## config.mk

```make
export PLATFORM = sky130hd
export DESIGN_NAME = mat_rd_stream
export DESIGN_NICKNAME = d
export VERILOG_FILES = /design/src/rtl/mat_pkg.sv /design/src/rtl/mat_rd_buf.sv /design/src/rtl/mat_rd_stream.sv
export SDC_FILE = /design/constraint.sdc
export NUM_CORES = 1
export LEC_CHECK = 0
export ABC_CLOCK_PERIOD_IN_PS = 3200
export CORE_MARGIN = 3
export CORE_UTILIZATION = 50
export DETAILED_ROUTE_END_ITERATION = 8
export HOLD_SLACK_MARGIN = 0.12
export PLACE_DENSITY = 0.8
export REMOVE_ABC_BUFFERS = 1
export SYNTH_ARGS = -nofsm -noshare
export SYNTH_HDL_FRONTEND = slang
export SYNTH_SLANG_ARGS = --single-unit
```

## constraint.sdc

```tcl
create_clock -name clk -period 3.2 [get_ports clk]
set_clock_uncertainty 0.05 [all_clocks]
set_input_delay 0.64 -clock clk [delete_from_list [all_inputs] [get_ports clk]]
set_output_delay 0.64 -clock clk [all_outputs]
set_load 0.01 [all_outputs]
```

## src/rtl/mat_pkg.sv

```systemverilog
// Shared types for the matrix RAM read streamer: FSM states, buffer depth
// and the per-element tag carried alongside each read.
package mat_pkg;

  typedef enum logic [1:0] {IDLE, ISSUE, DRAIN} rd_state_e;

  localparam int RD_BUF_DEPTH = 2;

  typedef struct packed {
    logic eor;
    logic last;
  } rd_tag_t;

endpackage

```

## src/rtl/mat_rd_buf.sv

```systemverilog
// Small FIFO holding returned RAM words with their row/matrix end tags.
// A pop in the same cycle frees a slot, so push is accepted even when full.
module mat_rd_buf
  import mat_pkg::*;
#(
  parameter int DATA = 16
) (
  input  logic            clk,
  input  logic            rst,
  input  logic            push_i,
  input  logic [DATA-1:0] pushData_i,
  input  rd_tag_t         pushTag_i,
  input  logic            pop_i,
  output logic [1:0]      count_o,
  output logic [DATA-1:0] headData_o,
  output rd_tag_t         headTag_o
);

  localparam int PW = (RD_BUF_DEPTH > 1) ? $clog2(RD_BUF_DEPTH) : 1;

  logic [DATA-1:0] data_q [RD_BUF_DEPTH];
  rd_tag_t         tag_q  [RD_BUF_DEPTH];
  logic [PW-1:0]   rdPtr_q, wrPtr_q;
  logic [1:0]      count_q;
  logic            doPop, doPush;

  assign doPop  = pop_i && (count_q != 2'd0);
  assign doPush = push_i && ((count_q != 2'(RD_BUF_DEPTH)) || doPop);

  function automatic logic [PW-1:0] nextPtr(input logic [PW-1:0] ptr);
    return (ptr == PW'(RD_BUF_DEPTH - 1)) ? '0 : ptr + 1'b1;
  endfunction

  always_ff @(posedge clk) begin
    if (rst) begin
      for (int i = 0; i < RD_BUF_DEPTH; i++) begin
        data_q[i] <= '0;
        tag_q[i]  <= '0;
      end
      rdPtr_q <= '0;
      wrPtr_q <= '0;
      count_q <= 2'd0;
    end else begin
      if (doPush) begin
        data_q[wrPtr_q] <= pushData_i;
        tag_q[wrPtr_q]  <= pushTag_i;
        wrPtr_q         <= nextPtr(wrPtr_q);
      end
      if (doPop) begin
        rdPtr_q <= nextPtr(rdPtr_q);
      end
      if (doPush && !doPop) begin
        count_q <= count_q + 1'b1;
      end else if (!doPush && doPop) begin
        count_q <= count_q - 1'b1;
      end
    end
  end

  assign count_o    = count_q;
  assign headData_o = data_q[rdPtr_q];
  assign headTag_o  = tag_q[rdPtr_q];

endmodule

```

## src/rtl/mat_rd_stream.sv

```systemverilog
// Read-side master that walks a rows x cols matrix in RAM and streams it out.
// Define MAT_RD_TRANSPOSE_EN to add the 'transpose' port (column-major walk).
module mat_rd_stream
  import mat_pkg::*;
#(
  parameter int DATA = 16,
  parameter int ADDR = 5,
  parameter int DIM  = 3
) (
  input  logic            clk,
  input  logic            rst,
  input  logic            start,
  input  logic [ADDR-1:0] base,
  input  logic [DIM-1:0]  rows_m1,
  input  logic [DIM-1:0]  cols_m1,
`ifdef MAT_RD_TRANSPOSE_EN
  input  logic            transpose,
`endif
  output logic            busy,
  output logic            done,
  output logic [ADDR-1:0] ram_addr,
  output logic            ram_we,
  output logic [DATA-1:0] ram_din,
  input  logic [DATA-1:0] ram_dout,
  output logic            m_valid,
  input  logic            m_ready,
  output logic [DATA-1:0] m_data,
  output logic            m_eor,
  output logic            m_last
);

  rd_state_e       state_q;
  logic [ADDR-1:0] addr_q;
  logic [DIM-1:0]  inner_q, outer_q, innerMax_q, outerMax_q;
  logic            busy_q, done_q, inflight_q;
  rd_tag_t         inflightTag_q;
`ifdef MAT_RD_TRANSPOSE_EN
  logic [ADDR-1:0] lineBase_q, lineStep_q, innerStep_q;
`endif

  logic [1:0]      bufCount;
  logic [DATA-1:0] headData;
  rd_tag_t         headTag;
  logic            pop, issue, innerEnd, lastElem;
  logic [2:0]      creditUse;
  rd_tag_t         issueTag;

  assign m_valid = (bufCount != 2'd0);
  assign pop     = m_valid && m_ready;

  // Slots committed after this edge: a pop frees one, the returning read takes one.
  assign creditUse = {1'b0, bufCount} + {2'b00, inflight_q} - {2'b00, pop};
  assign issue     = (state_q == ISSUE) && (creditUse < 3'(RD_BUF_DEPTH));

  assign innerEnd = (inner_q == innerMax_q);
  assign lastElem = innerEnd && (outer_q == outerMax_q);
  assign issueTag = '{eor: innerEnd, last: lastElem};

  always_ff @(posedge clk) begin
    if (rst) begin
      state_q       <= IDLE;
      addr_q        <= '0;
      inner_q       <= '0;
      outer_q       <= '0;
      innerMax_q    <= '0;
      outerMax_q    <= '0;
      busy_q        <= 1'b0;
      done_q        <= 1'b0;
      inflight_q    <= 1'b0;
      inflightTag_q <= '0;
`ifdef MAT_RD_TRANSPOSE_EN
      lineBase_q    <= '0;
      lineStep_q    <= '0;
      innerStep_q   <= '0;
`endif
    end else begin
      done_q        <= 1'b0;
      inflight_q    <= issue;
      inflightTag_q <= issueTag;
      case (state_q)
        IDLE: begin
          if (start && !done_q) begin
            addr_q  <= base;
            inner_q <= '0;
            outer_q <= '0;
            busy_q  <= 1'b1;
            state_q <= ISSUE;
`ifdef MAT_RD_TRANSPOSE_EN
            lineBase_q <= base;
            if (transpose) begin
              innerMax_q  <= rows_m1;
              outerMax_q  <= cols_m1;
              innerStep_q <= ADDR'(cols_m1) + ADDR'(1);
              lineStep_q  <= ADDR'(1);
            end else begin
              innerMax_q  <= cols_m1;
              outerMax_q  <= rows_m1;
              innerStep_q <= ADDR'(1);
              lineStep_q  <= ADDR'(cols_m1) + ADDR'(1);
            end
`else
            innerMax_q <= cols_m1;
            outerMax_q <= rows_m1;
`endif
          end
        end
        ISSUE: begin
          if (issue) begin
            if (innerEnd) begin
              inner_q <= '0;
              outer_q <= outer_q + 1'b1;
            end else begin
              inner_q <= inner_q + 1'b1;
            end
`ifdef MAT_RD_TRANSPOSE_EN
            if (innerEnd) begin
              addr_q     <= lineBase_q + lineStep_q;
              lineBase_q <= lineBase_q + lineStep_q;
            end else begin
              addr_q <= addr_q + innerStep_q;
            end
`else
            // Row-major: the next row's base is always the current address plus one.
            addr_q <= addr_q + ADDR'(1);
`endif
            if (lastElem) begin
              state_q <= DRAIN;
            end
          end
        end
        DRAIN: begin
          if (pop && headTag.last) begin
            busy_q  <= 1'b0;
            done_q  <= 1'b1;
            state_q <= IDLE;
          end
        end
        default: state_q <= IDLE;
      endcase
    end
  end

  mat_rd_buf #(.DATA(DATA)) u_buf (
    .clk        (clk),
    .rst        (rst),
    .push_i     (inflight_q),
    .pushData_i (ram_dout),
    .pushTag_i  (inflightTag_q),
    .pop_i      (pop),
    .count_o    (bufCount),
    .headData_o (headData),
    .headTag_o  (headTag)
  );

  assign busy     = busy_q;
  assign done     = done_q;
  assign ram_addr = addr_q;
  assign ram_we   = 1'b0;
  assign ram_din  = '0;
  assign m_data   = headData;
  assign m_eor    = headTag.eor;
  assign m_last   = headTag.last;

endmodule

```

After elaboration in Yosys (flattened, before gate mapping)
Memory sizes are Yosys's and may differ from the RTL's. A register that Yosys moved wholly into a read port is not among the register bits.
Cells that the tools add are included.
{ "totals": {"output_inout_bits": 43, "elab_cells": 101, "mem_count": 2, "input_bits": 31, "ram_bits": 36, "reg_bits": 28} }
{ "op_classes": {"eq_ne": 10, "addsub": 9, "muxes": 38, "order_cmp": 1, "bitwise_logic": 1, "reduce_logical": 26} }
{ "mem_list": {"columns": ["name", "depth", "word_bits", "rd", "rd_ports_with_merged_regs", "write_ports", "line", "rtl"], "rows": [
  ["u_buf.data_q", 2, 16, 1, 1, 2, "mat_rd_buf.sv:21", "logic [DATA-1:0] data_q [RD_BUF_DEPTH];"],
  ["u_buf.tag_q", 2, 2, 1, 1, 2, "mat_rd_buf.sv:22", "rd_tag_t tag_q [RD_BUF_DEPTH];"]
]} }
{ "ops": {"columns": ["operator", "n"], "rows": [
  ["1-bit two-way mux", 18],
  ["16-bit two-way mux", 1],
  ["16-bit OR reduction", 1],
  ["3-bit two-way mux", 5],
  ["2-bit two-way mux", 7],
  ["2-bit != test, second input constant", 6],
  ["3-bit one-hot mux with 2 select lines", 2],
  ["5-bit two-way mux", 2],
  ["5-bit one-hot mux with 2 select lines", 1],
  ["1-bit logical AND", 9],
  ["4-bit AND reduction", 2],
  ["2-bit nonzero test", 4],
  ["3-bit by 1-bit adder with 3-bit output, second input constant", 2],
  ["3-bit == test", 2],
  ["2-bit one-hot mux with 3 select lines", 1],
  ["3-bit AND reduction", 2],
  ["5-bit by 1-bit adder with 5-bit output, second input constant", 1],
  ["2-bit OR reduction", 2],
  ["2-bit by 1-bit adder with 3-bit output", 1],
  ["1-bit logical NOT", 3],
  ["3-bit by 2-bit < comparator with 1-bit output, second input constant", 1],
  ["3-bit by 1-bit subtractor with 3-bit output", 1],
  ["1-bit adder, second input constant", 2],
  ["2-bit by 1-bit adder with 2-bit output, second input constant", 1],
  ["other kinds (8)", 8]
]} }

Depth between registers and ports, before layout
Gate-level depths: netlist of run 1.
{ "depth": {"depth_word": 10, "ltp_mapped": 8, "mapped_depth_nobuf": 8} }

By module
Synthesis of run 1 repeated with hierarchy kept, for this count alone.
{ "unflattened": {"cells_unflattened": 270, "hier_area_um2": 3146.8} }
{ "by_module_without_submodules": {"columns": ["module", "seq_area_each_um2", "area_each_um2", "instances", "cells_each"], "rows": [
  ["mat_rd_buf", 1181.1, 1829.3, 1, 120],
  ["mat_rd_stream", 480.5, 1317.5, 1, 150]
]} }

Worst setup path after synthesis of run 1
Ideal clock, no wire load.
{ "synth_path": {"kind": "input to register", "from": "input port m_ready", "to": "register outer_q[0]", "slack_ns": 0.537, "t_arrival_ns": 2.544, "stages": 7, "path_buffers": 0, "path_cell_list": "o21a_1 > ha_1 > nor2b_1 > fa_1 > nor3_2 > or4b_1 > o21ai_1"} }
{ "synth_between": {"elab_chain_cells": 6} }
{ "synth_lines": {"columns": ["element", "line", "rtl"], "rows": [
  ["from (decl)", "mat_rd_stream.sv:26", "input logic m_ready,"],
  ["1-bit logical AND", "mat_rd_stream.sv:49", "assign pop = m_valid && m_ready;"],
  ["3-bit by 1-bit subtractor with 3-bit output", "mat_rd_stream.sv:52", "assign creditUse = {1'b0, bufCount} + {2'b00, inflight_q} - {2'b00, pop};"],
  ["3-bit by 2-bit < comparator with 1-bit output", "mat_rd_stream.sv:53", "assign issue = (state_q == ISSUE) && (creditUse < 3'(RD_BUF_DEPTH));"],
  ["1-bit logical AND", "mat_rd_stream.sv:53", null],
  ["2-bit != test (no source line)", null, null],
  ["4-bit AND reduction (no source line)", null, null],
  ["to (signal assigned)", "mat_rd_stream.sv:111", "outer_q <= outer_q + 1'b1;"],
  ["to (decl)", "mat_rd_stream.sv:34", "logic [DIM-1:0] inner_q, outer_q, innerMax_q, outerMax_q;"]
]} }
Every way passes these cells.
A chain may end at the register's enable or synchronous reset.

Worst setup path in the final report of run 1
{ "layout_path": {"from": "input port m_ready", "to": "register outer_q[1]"} }
The elaborated chain is that of the path after synthesis.

==> flow_summary.ini, run 1 <==
[die]
die-area_mm2 = 0.00716
fp.coreArea_mm2 = 0.00596
rows = 28
die_h_um = 84.6
ioPinCount = 74
initial_core_util = 0.519
die-width_um = 84.6

[detailed_routing]
vias = 2130
met3_length_um = 249
wirelength_met1_mm = 2.55
met2WireLength_mm = 2.92
totalWireLength_mm = 5.83
drt_pass1_iterations = 4
drt_iter0_markers = 64
top_layer = met4
vias_per_cell = 5.08
drcViolationCount = 0
antenna_left = 0
wire_per_inst_um = 13.9

[sta]
slew_violations = 0
tns_ns = 0
rsz0062_at_grt = false
tightest_slew_ns = 0.924
layout_min_cycle_time_ns = 2.84
hold_viol_final = 0
relSlewSlack = 0.381
finalSetupViolations = 0
finalCritPeriodShare = 0.887
max_freq_mhz = 352

[cts]
cts_num_sinks = 65
hold_buffers = 0
postCtsSetupBuffers = 0
tritoncts = built
ctsLongestPathBuffers = 2
clk_pin_slew_ns = 0.07
ctsResizeCount = 0
root_buffer = clkbuf_8
cts_made_buffers = 9
ctsHtreeMaxLevel = 3
clk_latency_ns = 0.33

[logic_synthesis]
yosysWarnings = 0
synth_cell_types = 47
synthesis.area_mm2 = 0.00309
synthCells = 274
synth.avg_cell_area_um2 = 11.3
synthArstFlopShare = 0
synth_top_flop_cell = edfxtp_1
synth_edf_count = 36
synth_seq_cells = 65
synth_seq_area_share = 0.538

[finish]
fin_nets = 376
n_antenna_cell = 0
regArea_mm2 = 0.00166
post_route_cells_drive_above_1_share = 0.145
multi_input_area_mm2 = 0.00129
area.growth.synth_to_final_pct = 25.5
final_cell_mix = clkdlybuf4s50_1, and2_1, edfxtp_1
n_fill_cell = 507
layout_commonest_cell = clkdlybuf4s50_1

[setup_path]
critPathKind = input pin to register
cp.arrival_ns = 3.05
timing.rr.start = u_buf.count_o[0]
rr_worst_depth = 7
crit_required_ns = 3.41
rrSetupSlack_ns = 0.69
worstPathMaxFanout = 9
crit_path_start_kind = input pin
critPathLaunch = m_ready
r2r-end = outer_q[1]
cp-end-kind = register
crit_end = outer_q[1]

[power]
vdd_drop_max_mv = 0.445
finalPower_uw = 3000
p_per_area_mw_per_mm2 = 773
static-leakage-power_uw = 0.00149

[grt]
grt_first_pass_wirelength_mm = 9.51
grt_usage = 0.168
grt_max_degree = 24
grt_overflow = 0
grt_pass1_vias = 2101
grt_antenna_before_repair = 0

[placed_design]
dp_hpwl_mm = 4.04
gp_congestion = 0.812
numPortBuffers = 56

[flow_run]
maxCapViolations = 0

[worst_hold_path]
min_path_type = register to register

[run_status]
status = completed
## sequential cells by signal, summed over array words and instances (netlist names), named ones only
register,flops
busy,1
done,1
inflightTag_q,2
inflight_q,1
innerMax_q,3
inner_q,3
outerMax_q,3
outer_q,3
ram_addr,5
state_q,2
u_buf.count_o,2
u_buf.data_q,32
u_buf.rdPtr_q,1
u_buf.tag_q,4
u_buf.wrPtr_q,1
## worst max-delay path: stages
cell,delay (ns)
clkdlybuf4s50_1,0.49
o21a_1,0.15
ha_1,0.22
nor2b_1,0.14
fa_1,0.51
o31a_4,0.43
a21oi_1,0.26
mux2i_1,0.21
## report_power, final
| group | internal (uW) | switching [uW] | total, uW |
|---|---|---|---|
| combinational | 591 | 587 | 1180 |
| clock | 354 | 303 | 657 |
| sequential | 1050 | 113 | 1160 |
| total | 1990 | 1000 | 3000 |
## how the worst min path moves through the flow
stage / start / end / slack (ns) / depth (start not counted)
after global routing: innerMax_q[2] / innerMax_q[2] / 0.44 / 2
after detailed placement: innerMax_q[2] / innerMax_q[2] / 0.41 / 2
after CTS: innerMax_q[2] / innerMax_q[2] / 0.42 / 2
after global placement: innerMax_q[0] / innerMax_q[0] / 0.41 / 2
final: innerMax_q[2] / innerMax_q[2] / 0.42 / 2
after floorplan: outerMax_q[0] / outerMax_q[0] / 0.39 / 2
## per-layer routing
metal | vias up | track usage
li1 | 1056 | -
met1 | 1007 | 0.206
met2 | 55 | 0.285
met3 | 12 | 0.0383
met4 | 0 | 0.0719
met5 | - | 0
## through the flow
step / worst slack [ns] / utilization / hold slack [ns] / instance area, um^2 / instances
4_1_cts: 0.373 / 0.651 / 0.422 / 3880 / 419
3_3_place_gp: 0.0545 / 0.620 / 0.409 / 3690 / 403
3_5_place_dp: 0.0295 / 0.620 / 0.412 / 3690 / 403
5_1_grt: 0.217 / 0.651 / 0.442 / 3880 / 419
6_report: 0.362 / 0.651 / 0.423 / 3880 / 419
2_1_floorplan: 0.537 / - / 0.392 / 2960 / 264
## area by class of cell
class / count / share of cell area
well taps: 75 / 0.0242
multi-input cells: 193 / 0.333
flip-flops and latches: 65 / 0.429
inverters: 6 / 0.00581
clock inverters: 6 / 0.0152
repair buffers: 64 / 0.160
clock buffers: 10 / 0.0329
## cells in the mapped netlist, types with 2 or more instances
library cell   n  area share
or3_1          2      0.0040
nand3_1        6      0.0097
nor3b_1        2      0.0049
nand4b_1       3      0.0085
edfxtp_1      36        0.35
nand2b_1       3      0.0061
nor2_1        13       0.016
ha_1           5       0.020
mux2_2        18       0.066
xnor2_1        5       0.014
clkbuf_1       4      0.0049
buf_6          2      0.0073
a311oi_1       2      0.0057
xor2_1         6       0.017
a21oi_1       15       0.024
buf_4         17       0.041
nand2_1       19       0.023
nand3b_1       2      0.0049
nor3_1         5      0.0081
o21ai_0        7       0.011
inv_1          6      0.0073
dfxtp_1       29        0.19
and2_1        42       0.085
a31oi_1        2      0.0040
## logic make-up (layout without fill, tap and decap cells)
| group | count (synthesis) | in the layout | share of synthesized area |
|---|---|---|---|
| fa+ha+maj | 6 | 6 | 0.0267 |
| other cells | 1 | 17 | 0.00121 |
| buf+inv | 32 | 86 | 0.0680 |
| mux | 19 | 19 | 0.0688 |
| compound gates | 34 | 34 | 0.0696 |
| flops | 65 | 65 | 0.538 |
| xor+xnor | 11 | 11 | 0.0312 |
| simple gates | 106 | 106 | 0.197 |
(Power assumes the default switching activity.)
==> run 2: changes to the inputs <==
- CORE_MARGIN: 3 -> 8
- CORE_UTILIZATION: 50 -> 35
- PLACE_DENSITY: 0.8 -> unset
- SETUP_SLACK_MARGIN: unset -> 0.2
==> run 2 against run 1 <==
Compared with the run above: global-route usage shrank 5.6 points; sequential power is essentially flat; core utilization shrank 19 points; register-to-register slack lost 0.04 ns; die area grew 69%; largest power group unchanged; sequential share of layout area shrank 0.87 points; non-clock buffer count grew 1; worst setup slack lost 0.028 ns.
==> flow_summary.ini, run 2 (same netlist as run 1, synthesis figures left out) <==
[setup_path]
cp.arrival_ns = 3.09
cpPeakStageDelay_ns = 0.51
crit_required_ns = 3.42
critPathKind = input pin to register
rr_worst_depth = 7
crit_path_start_kind = input pin
crit_cells = 8
critPathLaunch = m_ready
timing.rr.start = u_buf.count_o[0]
cp_top_family = compound AO/OA/AOI/OAI gates
cp_num_buf_inv = 1
cp_cell_sequence = clkdlybuf4s50_1 -> o21a_1 -> ha_1 -> nor2b_1 -> fa_1 -> o31a_4 -> a21oi_1 -> mux2i_1
worstPathMaxFanout = 6
cp-end-kind = register
slowest_stage = fa_1

[die]
die-area_mm2 = 0.0121
die_h_um = 110
initial_core_util = 0.358
ioPinCount = 74
die-width_um = 110
fp.coreArea_mm2 = 0.00864
rows = 34

[cts]
clk_latency_ns = 0.33
root_buffer = clkbuf_8
ctsHtreeMaxLevel = 3
ctsLongestPathBuffers = 2
clk_pin_slew_ns = 0.08
ctsResizeCount = 0
tritoncts = built
cts_made_buffers = 9
postCtsSetupBuffers = 0
hold_buffers = 0
cts_num_sinks = 65

[worst_hold_path]
min_path_type = register to register
worstHoldPathCells = 2
worstHoldStart = innerMax_q[2]

[finish]
top_register = u_buf.data_q
n_antenna_cell = 0
regArea_mm2 = 0.00166
post_route_cells_drive_above_1_share = 0.151
layout_commonest_cell = clkdlybuf4s50_1
area.growth.synth_to_final_pct = 28.1
multi_input_area_mm2 = 0.00129
final_cell_mix = clkdlybuf4s50_1, and2_1, edfxtp_1
n_fill_cell = 843
final_util = 0.458
largest_reg_flops = 32
fin_nets = 377
stdcell_count = 453

[detailed_routing]
drcViolationCount = 0
vias_per_cell = 4.62
wire_per_inst_um = 14.2
antenna_left = 0
vias = 2093
drt_pass1_iterations = 4
drt_iter0_markers = 63
totalWireLength_mm = 6.45

[power]
p_per_area_mw_per_mm2 = 790
p_switching_uw = 1040
p_comb_frac = 0.380
static-leakage-power_uw = 0.00152
pwr-share-clk = 0.245
finalPower_uw = 3130
p_sw_frac = 0.331
seqPwrFrac = 0.375
power.internal_uw = 2090
vdd_drop_max_mv = 0.318

[sta]
rsz0062_at_grt = false
relSlewSlack = 0.350
tightest_slew_ns = 0.970
hold_viol_final = 0
finalCritPeriodShare = 0.896
max_freq_mhz = 349
finalSetupViolations = 0
setup_ws_ns = 0.334
layout_min_cycle_time_ns = 2.87
finalHoldWorstSlack_ns = 0.422
slew_violations = 0

[grt]
grt_antenna_before_repair = 0
grt_max_degree = 30
grt_pass1_vias = 2246
grt_usage = 0.112
grt_overflow = 0
grt_first_pass_wirelength_mm = 10.4

[flow_run]
maxCapViolations = 0

[placed_design]
post-place-cells = 437
pre_cts_ws_ns = -0.0164
dp_hpwl_mm = 4.56
numPortBuffers = 56
gp_congestion = 0.767

[run_status]
status = completed
-- run 2: cell count changes in the layout (fill, tap and decap cells not counted) --
cell / before / now
buf_4: 8 / 9
bufinv_16: 1 / 2
clkbuf_1: 1 / 0
clkinv_2: 2 / 1
clkinv_4: 0 / 1
clkinvlp_4: 2 / 1
inv_6: 0 / 1
-- run 2: worst paths after layout --
kind,end,slack (ns)
worst min register to register,innerMax_q[2],0.42
worst max-delay path,outer_q[1],0.33
worst min-delay path,innerMax_q[2],0.42
worst max register to register,outer_q[1],0.65
-- run 2: power by group through the flow --
| stage | Clock [uW] | Sequential, uW | Combinational, uW |
|---|---|---|---|
| 3_3_place_gp | 0 | 1190 | 1190 |
| 6_report | 765 | 1170 | 1190 |
| 5_1_grt | 822 | 1200 | 1310 |
| 2_1_floorplan | 0 | 1180 | 685 |
| 3_5_place_dp | 0 | 1190 | 1210 |
| 4_1_cts | 786 | 1170 | 1210 |
-- run 2: layout make-up --
cell class	instances	share of cell area
inverters	6	0.00569
flip-flops and latches	65	0.420
repair buffers	65	0.159
clock buffers	9	0.0313
clock inverters	7	0.0237
well taps	108	0.0341
multi-input cells	193	0.327
-- run 2: metal layers --
layer	vias to the layer above	GRT usage	part of all wire
li1	1051	-	-
met1	969	0.139	0.46
met2	67	0.176	0.45
met3	6	0.0393	0.079
met4	0	0.0405	0.0082
met5	-	0	0
-- run 2: stage by stage --
step	cell area, um^2	TNS (ns)
after floorplan	2960	0
after global placement	3740	0
after detailed placement	3740	-0.0225
after CTS	3960	0
after global routing	3960	0
final	3960	0
-- run 2: worst min-delay path: stages, from the launching register on --
cell	delay (ns)
dfxtp_1	0.32
nand2_1	0.05
a21oi_1	0.05
